===== config.mk =====
export PLATFORM = sky130hd
export DESIGN_NAME = proc_sequencer
export DESIGN_NICKNAME = d
export VERILOG_FILES = /design/src/rtl/proc_sequencer.sv
export SDC_FILE = /design/constraint.sdc
export NUM_CORES = 1
export LEC_CHECK = 0
export CORE_UTILIZATION = 34
export DETAILED_ROUTE_END_ITERATION = 8
export HOLD_SLACK_MARGIN = 0.06
export PLACE_DENSITY = 0.76
export RECOVER_POWER = 25
export SYNTH_ARGS = -nofsm -noshare
export SYNTH_HDL_FRONTEND = slang
export SYNTH_SLANG_ARGS = --single-unit

===== constraint.sdc =====
create_clock -name Clock -period 1.9 [get_ports Clock]
set_input_delay 0.38 -clock Clock [delete_from_list [all_inputs] [get_ports Clock]]
set_output_delay 0.38 -clock Clock [all_outputs]
set_load 0.005 [all_outputs]

===== src/rtl/proc_sequencer.sv =====
// proc_sequencer: four-step control FSM (T0..T3) for a small register-file
// processor. It decodes the instruction register and drives the bus-select,
// register-load and ALU-control strobes. The step register is exported on
// Tstep so checkers can observe FSM state directly.
//
// Optional feature: define PROC_SEQUENCER_MULT_EN to enable opcode 100
// (mult Rx,Ry), which runs through the same three steps as add but with
// MulSel raised in T2. When the macro is undefined, opcode 100 is treated
// as an undefined opcode and MulSel is held at 0.
//
// Handshake: Run is a level request sampled only in T0. When Run=1 in T0,
// IRin is asserted for that cycle and the instruction is committed. From
// then on it runs to completion regardless of Run. Done marks the last
// cycle of the instruction, and the following cycle is T0 again.
module proc_sequencer (
   input  logic       Clock,
   input  logic       Reset,
   input  logic       Run,
   input  logic [8:0] IR,
   output logic       IRin,
   output logic [7:0] Rout,
   output logic [7:0] Rin,
   output logic       DINout,
   output logic       Gout,
   output logic       Ain,
   output logic       Gin,
   output logic       AddSub,
   output logic       MulSel,
   output logic       Done,
   output logic [1:0] Tstep
);

   localparam logic [1:0] T0 = 2'd0;
   localparam logic [1:0] T1 = 2'd1;
   localparam logic [1:0] T2 = 2'd2;
   localparam logic [1:0] T3 = 2'd3;

   localparam logic [2:0] OP_MV  = 3'b000;
   localparam logic [2:0] OP_MVI = 3'b001;
   localparam logic [2:0] OP_ADD = 3'b010;
   localparam logic [2:0] OP_SUB = 3'b011;
   localparam logic [2:0] OP_MUL = 3'b100;

   logic [1:0] state_q, state_d;
   logic [2:0] op;
   logic [7:0] sel_x, sel_y;
   logic       is_alu;

   assign op    = IR[8:6];
   assign sel_x = 8'd1 << IR[5:3];
   assign sel_y = 8'd1 << IR[2:0];

`ifdef PROC_SEQUENCER_MULT_EN
   logic is_mult;
   assign is_mult = (op == OP_MUL);
   assign is_alu  = (op == OP_ADD) || (op == OP_SUB) || is_mult;
`else
   assign is_alu  = (op == OP_ADD) || (op == OP_SUB);
`endif

   // Next-step logic; reset overrides everything and returns to T0
   always_comb begin
      state_d = state_q;
      if (Reset) begin
         state_d = T0;
      end else begin
         case (state_q)
            T0:      state_d = Run ? T1 : T0;
            T1:      state_d = is_alu ? T2 : T0;
            T2:      state_d = T3;
            T3:      state_d = T0;
            default: state_d = T0;
         endcase
      end
   end

   // Step register
   always_ff @(posedge Clock) begin
      state_q <= state_d;
   end

   // Control strobe decode; everything is forced low while Reset is high
   always_comb begin
      IRin   = 1'b0;
      Rout   = 8'h00;
      Rin    = 8'h00;
      DINout = 1'b0;
      Gout   = 1'b0;
      Ain    = 1'b0;
      Gin    = 1'b0;
      AddSub = 1'b0;
      MulSel = 1'b0;
      Done   = 1'b0;
      Tstep  = 2'd0;
      if (!Reset) begin
         Tstep = state_q;
         case (state_q)
            T0: IRin = Run;
            T1: begin
               if (op == OP_MV) begin
                  Rout = sel_y;
                  Rin  = sel_x;
                  Done = 1'b1;
               end else if (op == OP_MVI) begin
                  DINout = 1'b1;
                  Rin    = sel_x;
                  Done   = 1'b1;
               end else if (is_alu) begin
                  Rout = sel_x;
                  Ain  = 1'b1;
               end else begin
                  Done = 1'b1;
               end
            end
            T2: begin
               Rout   = sel_y;
               Gin    = 1'b1;
               AddSub = (op == OP_SUB);
`ifdef PROC_SEQUENCER_MULT_EN
               MulSel = is_mult;
`endif
            end
            T3: begin
               Gout = 1'b1;
               Rin  = sel_x;
               Done = 1'b1;
            end
            default: ;
         endcase
      end
   end

endmodule


**After elaboration in Yosys (flattened, before gate mapping)**

Cells that the tools add are included.

- Bits in registers: 2
- Output and inout port bits: 26
- Word-level logic and storage cells: 47

- Equality and inequality tests: 6
- Shift operators: 2
- Multiplexer cells: 35
- Reduce and logical (&&, ||, !) cells: 3

Operators by type and width:

| operator | count |
|---|---|
| $mux W8 | 7 |
| $pmux W8 S2 | 2 |
| $mux W1 | 22 |
| $shl A1 B3 Y8 const A | 2 |
| $pmux W2 S4 | 1 |
| $eq A3 B2 Y1 const B | 2 |
| $eq A2 B2 Y1 const B | 2 |
| $mux W2 | 2 |
| $eq A3 B1 Y1 const B | 1 |
| $logic_not A3 Y1 | 1 |
| $eq A2 B1 Y1 const B | 1 |
| $logic_not A2 Y1 | 1 |
| $pmux W1 S2 | 1 |
| $logic_or A1 B1 Y1 | 1 |

**Logic depth before layout (Yosys ltp)**

Gate-level depths: netlist of the first run.

- Word-level depth: 7
- Mapped depth: 7
- Gate-level depth less buffers: 5

**Worst setup path after synthesis of the first run**

Ideal clock, no wire load.

- Kind: reg2out
- Start: register state_q[0]
- End: output port Rout[3]
- Arrival: 1.530 ns
- Data required time: 1.520 ns
- Setup slack: -0.010 ns
- Stages on the path, launching flop included: 8
- Cell sequence: dfxtp_1 -> inv_1 -> ha_1 -> nor4bb_1 -> buf_4 -> buf_8 -> nand4_1 -> a22oi_1

- Word-level cells in the longest chain between the ends: 3
- Elaborated cells on any way between the ends: 4
- Those cells by class: eq/ne (2); mux (2)

RTL lines:

| what | line | text |
|---|---|---|
| from (decl) | 44 | `logic [1:0] state_q, state_d;` |
| from (signal assigned) | 79 | `state_q <= state_d;` |
| $eq A2 B2 Y1 / $eq A2 B1 Y1 (equally long branches) | 97 | `case (state_q)` |
| $pmux W8 S2 (*) | 97 |  |
| $mux W8 (*) | 95 | `if (!Reset) begin` |
| to (decl) | 21 | `output logic [7:0] Rout,` |

Mark *: on every way between the ends. The rest lies on a longest branch, timed or not.

**Final worst setup path of the first run**

Same ends and word-level chain as after synthesis.

==> impl_metrics.py, run 1 <==
metrics = {
    "pwr": {
        "ir_drop_uv": 343,
        "swShare": 0.352,
        "pwr-share-seq": 0.155,
        "p_int_w": 0.000192,
        "power-per-cell-area_nw_per_um2": 219,
        "switching_power_w": 0.000105,
        "power_frac_comb": 0.514,
        "clkPwrFrac": 0.331,
        "power.leakage_nw": 0.637,
    },
    "run_status": {
        "failed_checks": "setup timing",
        "outcome": "finished with violations",
    },
    "place": {
        "globalplace.congestion": 0.759,
        "io_buffer_count": 36,
        "pre_cts_ws_ns": -0.671,
        "dp_cells": 171,
        "dpl.hpwl_um": 1590,
    },
    "yosys": {
        "yosys_warnings": 0,
        "synth_nets": 112,
        "synthCells": 96,
        "synth-edff-count": 0,
        "netlist-cell-type-count": 32,
        "netlist.area_leader.share": 0.0756,
        "synth_ff_type": "dfxtp_1",
        "netlist_area_um2": 662,
        "async_reset_ff_frac": 0,
        "ys_ff_latch": 2,
        "ys_seq_area_frac": 0.0605,
        "netlist_top_cells_area": "ha_1 7.6%, nor2_1 6.8%, dfxtp_1 6.0%, nor4bb_1 6.0%, a41oi_1 5.3%",
        "yosys.area.top_type": "ha_1",
        "syn_area_per_cell_um2": 6.89,
    },
    "route": {
        "wl_um": 2750,
        "avgRoutedWirePerCell_um": 14.6,
        "ant_nets": 0,
        "vias": 1033,
        "first_iter_violations": 29,
        "drc_errors": 0,
        "viasPerCell": 5.49,
        "drt-pass1-iter-count": 4,
    },
    "timing": {
        "setup_viol": 16,
        "hold_viol": 0,
        "hold-worst-slack_ns": 0.663,
        "rsz0062_at_grt": "yes",
        "period_share": 1.19,
        "layout_setup_ws_ns": -0.359,
        "finalCriticalPeriod_ns": 2.26,
        "finalMaxSlewViolations": 0,
        "fin_skew_ns": 0.00991,
        "max_clock_freq_mhz": 443,
    },
    "floorplanning": {
        "rows": 15,
        "die_w_um": 46.1,
        "io_pins": 38,
        "core_um2": 1780,
        "die_h_um": 46.1,
        "die_area_um2": 2130,
        "start_util": 0.371,
    },
    "global_routing": {
        "grt_pass1_wl_um": 4000,
        "track_usage": 0.254,
        "grt_overflow_total": 0,
        "grt_max_degree": 15,
        "grt_antenna_before_repair": 0,
        "grt_pass1_vias": 920,
    },
    "worst_setup_path": {
        "critPathRequiredTime_ns": 1.52,
        "reg2reg_setup_slack_ns": 0.46,
        "cp.arrival_ns": 1.88,
        "crit_path_end_kind": "output port",
        "crit_path_end": "Rout[3]",
        "worstRegToRegCells": 7,
        "cp-startpoint": "state_q[0]",
        "critPathLaunchType": "flip-flop",
        "critPathMaxFanout": 3,
        "path_class": "flip-flop to output port",
    },
    "clock_network": {
        "ctsHoldBuffers": 0,
        "cts_buffers": 3,
        "clockBufferDepth": 2,
        "ctsRootBufferMaster": "clkbuf_4",
        "clock-sinks": 2,
        "htreeDepth": 1,
        "clkTransAtPathRegs_ns": 0.03,
        "cts_tree": "done",
        "clk_latency_ns": 0.23,
    },
    "final_layout": {
        "layout_commonest_cell": "buf_4",
        "layout.cells.non_filler": 188,
        "num-nets-final": 181,
        "drive_above_1_share": 0.509,
        "mostFrequentLayoutCells": "29 x buf_4, 17 x buf_2, 10 x nor2_1",
        "area_growth_pct": 105,
        "postLayoutCoreUtil": 0.760,
        "n_antenna_cell": 0,
    },
    "job": {
        "drv_cap": 0,
    },
    "worst_hold_path": {
        "hold_path_class": "flip-flop to flip-flop",
    },
}
## power groups by stage
stage / combinational (W) / clock [W] / sequential (W)
after floorplan: 0.0000559 / 0 / 0.0000456
after global placement: 0.000127 / 0 / 0.0000455
after detailed placement: 0.000130 / 0 / 0.0000456
final: 0.000152 / 0.0000981 / 0.0000461
after CTS: 0.000143 / 0.000101 / 0.0000459
after global routing: 0.000163 / 0.000102 / 0.0000463
## worst max-delay path, stage by stage (launching register included)
cell,delay (ns)
dfxtp_4,0.37
inv_4,0.04
ha_4,0.26
nor4bb_4,0.22
buf_4,0.18
buf_6,0.10
buf_6,0.09
o21ai_0,0.12
a22oi_2,0.14
buf_2,0.14
## timing repair
| item | 4_1_cts | 5_1_grt |
|---|---|---|
| pin swaps | 19 | 10 |
| gates resized for setup | 111 | 13 |
| gates cloned | 1 | 0 |
| endpoints found under the setup margin | 25 | 21 |
| setup buffers | 12 | 4 |
## synth_stat cells (2+ instances only)
master     n
buf_4      4
a22oi_1    4
nor4bb_1   4
inv_1      5
o21ai_1    6
and3_1     2
and2b_2    2
dfxtp_1    2
and4b_1    3
nor3b_1    4
o21ai_0    2
o211ai_1   2
nand2b_1   2
nand3b_1   3
buf_2      3
nand2_1    3
nor2b_1    4
nor2_1    12
nor3_1     3
a41oi_1    4
ha_1       4
and4_1     2
nand4_1    4
a21oi_1    4
## area by class of cell
type / instances / area [um^2]
Timing Repair Buffer: 72 / 563
Fill cell: 125 / 428
Sequential cell: 2 / 45.0
Inverter: 5 / 23.8
Multi-Input combinational cell: 81 / 669
Clock buffer: 3 / 22.5
Tap cell: 25 / 31.3
## routing by layer
metal,vias up,global-route usage,routed length [um]
li1,497,-,-
met1,470,0.269,1050
met2,56,0.515,1500
met3,10,0.0275,149
met4,0,0.0647,57
met5,-,0,0
## worst min-delay path by stage
stage	startpoint	end	slack, ns	cells after the start
2_1_floorplan	Reset	state_q[0]	0.47	1
3_3_place_gp	state_q[0]	flip-flop	0.63	2
3_5_place_dp	state_q[0]	flip-flop	0.65	2
4_1_cts	state_q[0]	flip-flop	0.65	2
5_1_grt	state_q[0]	flip-flop	0.69	2
6_report	state_q[0]	state_q[0]	0.66	3
## logic make-up after synthesis
logic type | count (synthesis) | synth area share
buffers and inverters | 13 | 0.119
muxes | 1 | 0.0170
DFF | 2 | 0.0605
and+or+nand+nor | 51 | 0.490
other | 1 | 0.00567
AOI/OAI and AO/OA | 24 | 0.233
adders and majority gates | 4 | 0.0756
## per-stage QoR
stage	area, um^2	setup TNS (ns)	power [W]
after floorplan	662	0	0.000102
after global placement	1160	-12.35	0.000172
after detailed placement	1160	-12.69	0.000175
after CTS	1290	-2.44	0.000290
after global routing	1360	-4.11	0.000311
final	1360	-2.81	0.000297
Power figures use the tool's default switching activity.
==> run 2, diff against run 1 <==
--- a/config.mk
+++ b/config.mk
@@ -7,7 +7,7 @@
 export LEC_CHECK = 0
 export CORE_UTILIZATION = 34
 export DETAILED_ROUTE_END_ITERATION = 8
-export HOLD_SLACK_MARGIN = 0.06
+export HOLD_SLACK_MARGIN = 0.05
 export PLACE_DENSITY = 0.76
 export RECOVER_POWER = 25
 export SYNTH_ARGS = -nofsm -noshare
==> results of run 2 <==
No change in the layout: final DEF, timing and power equal those of run 1.
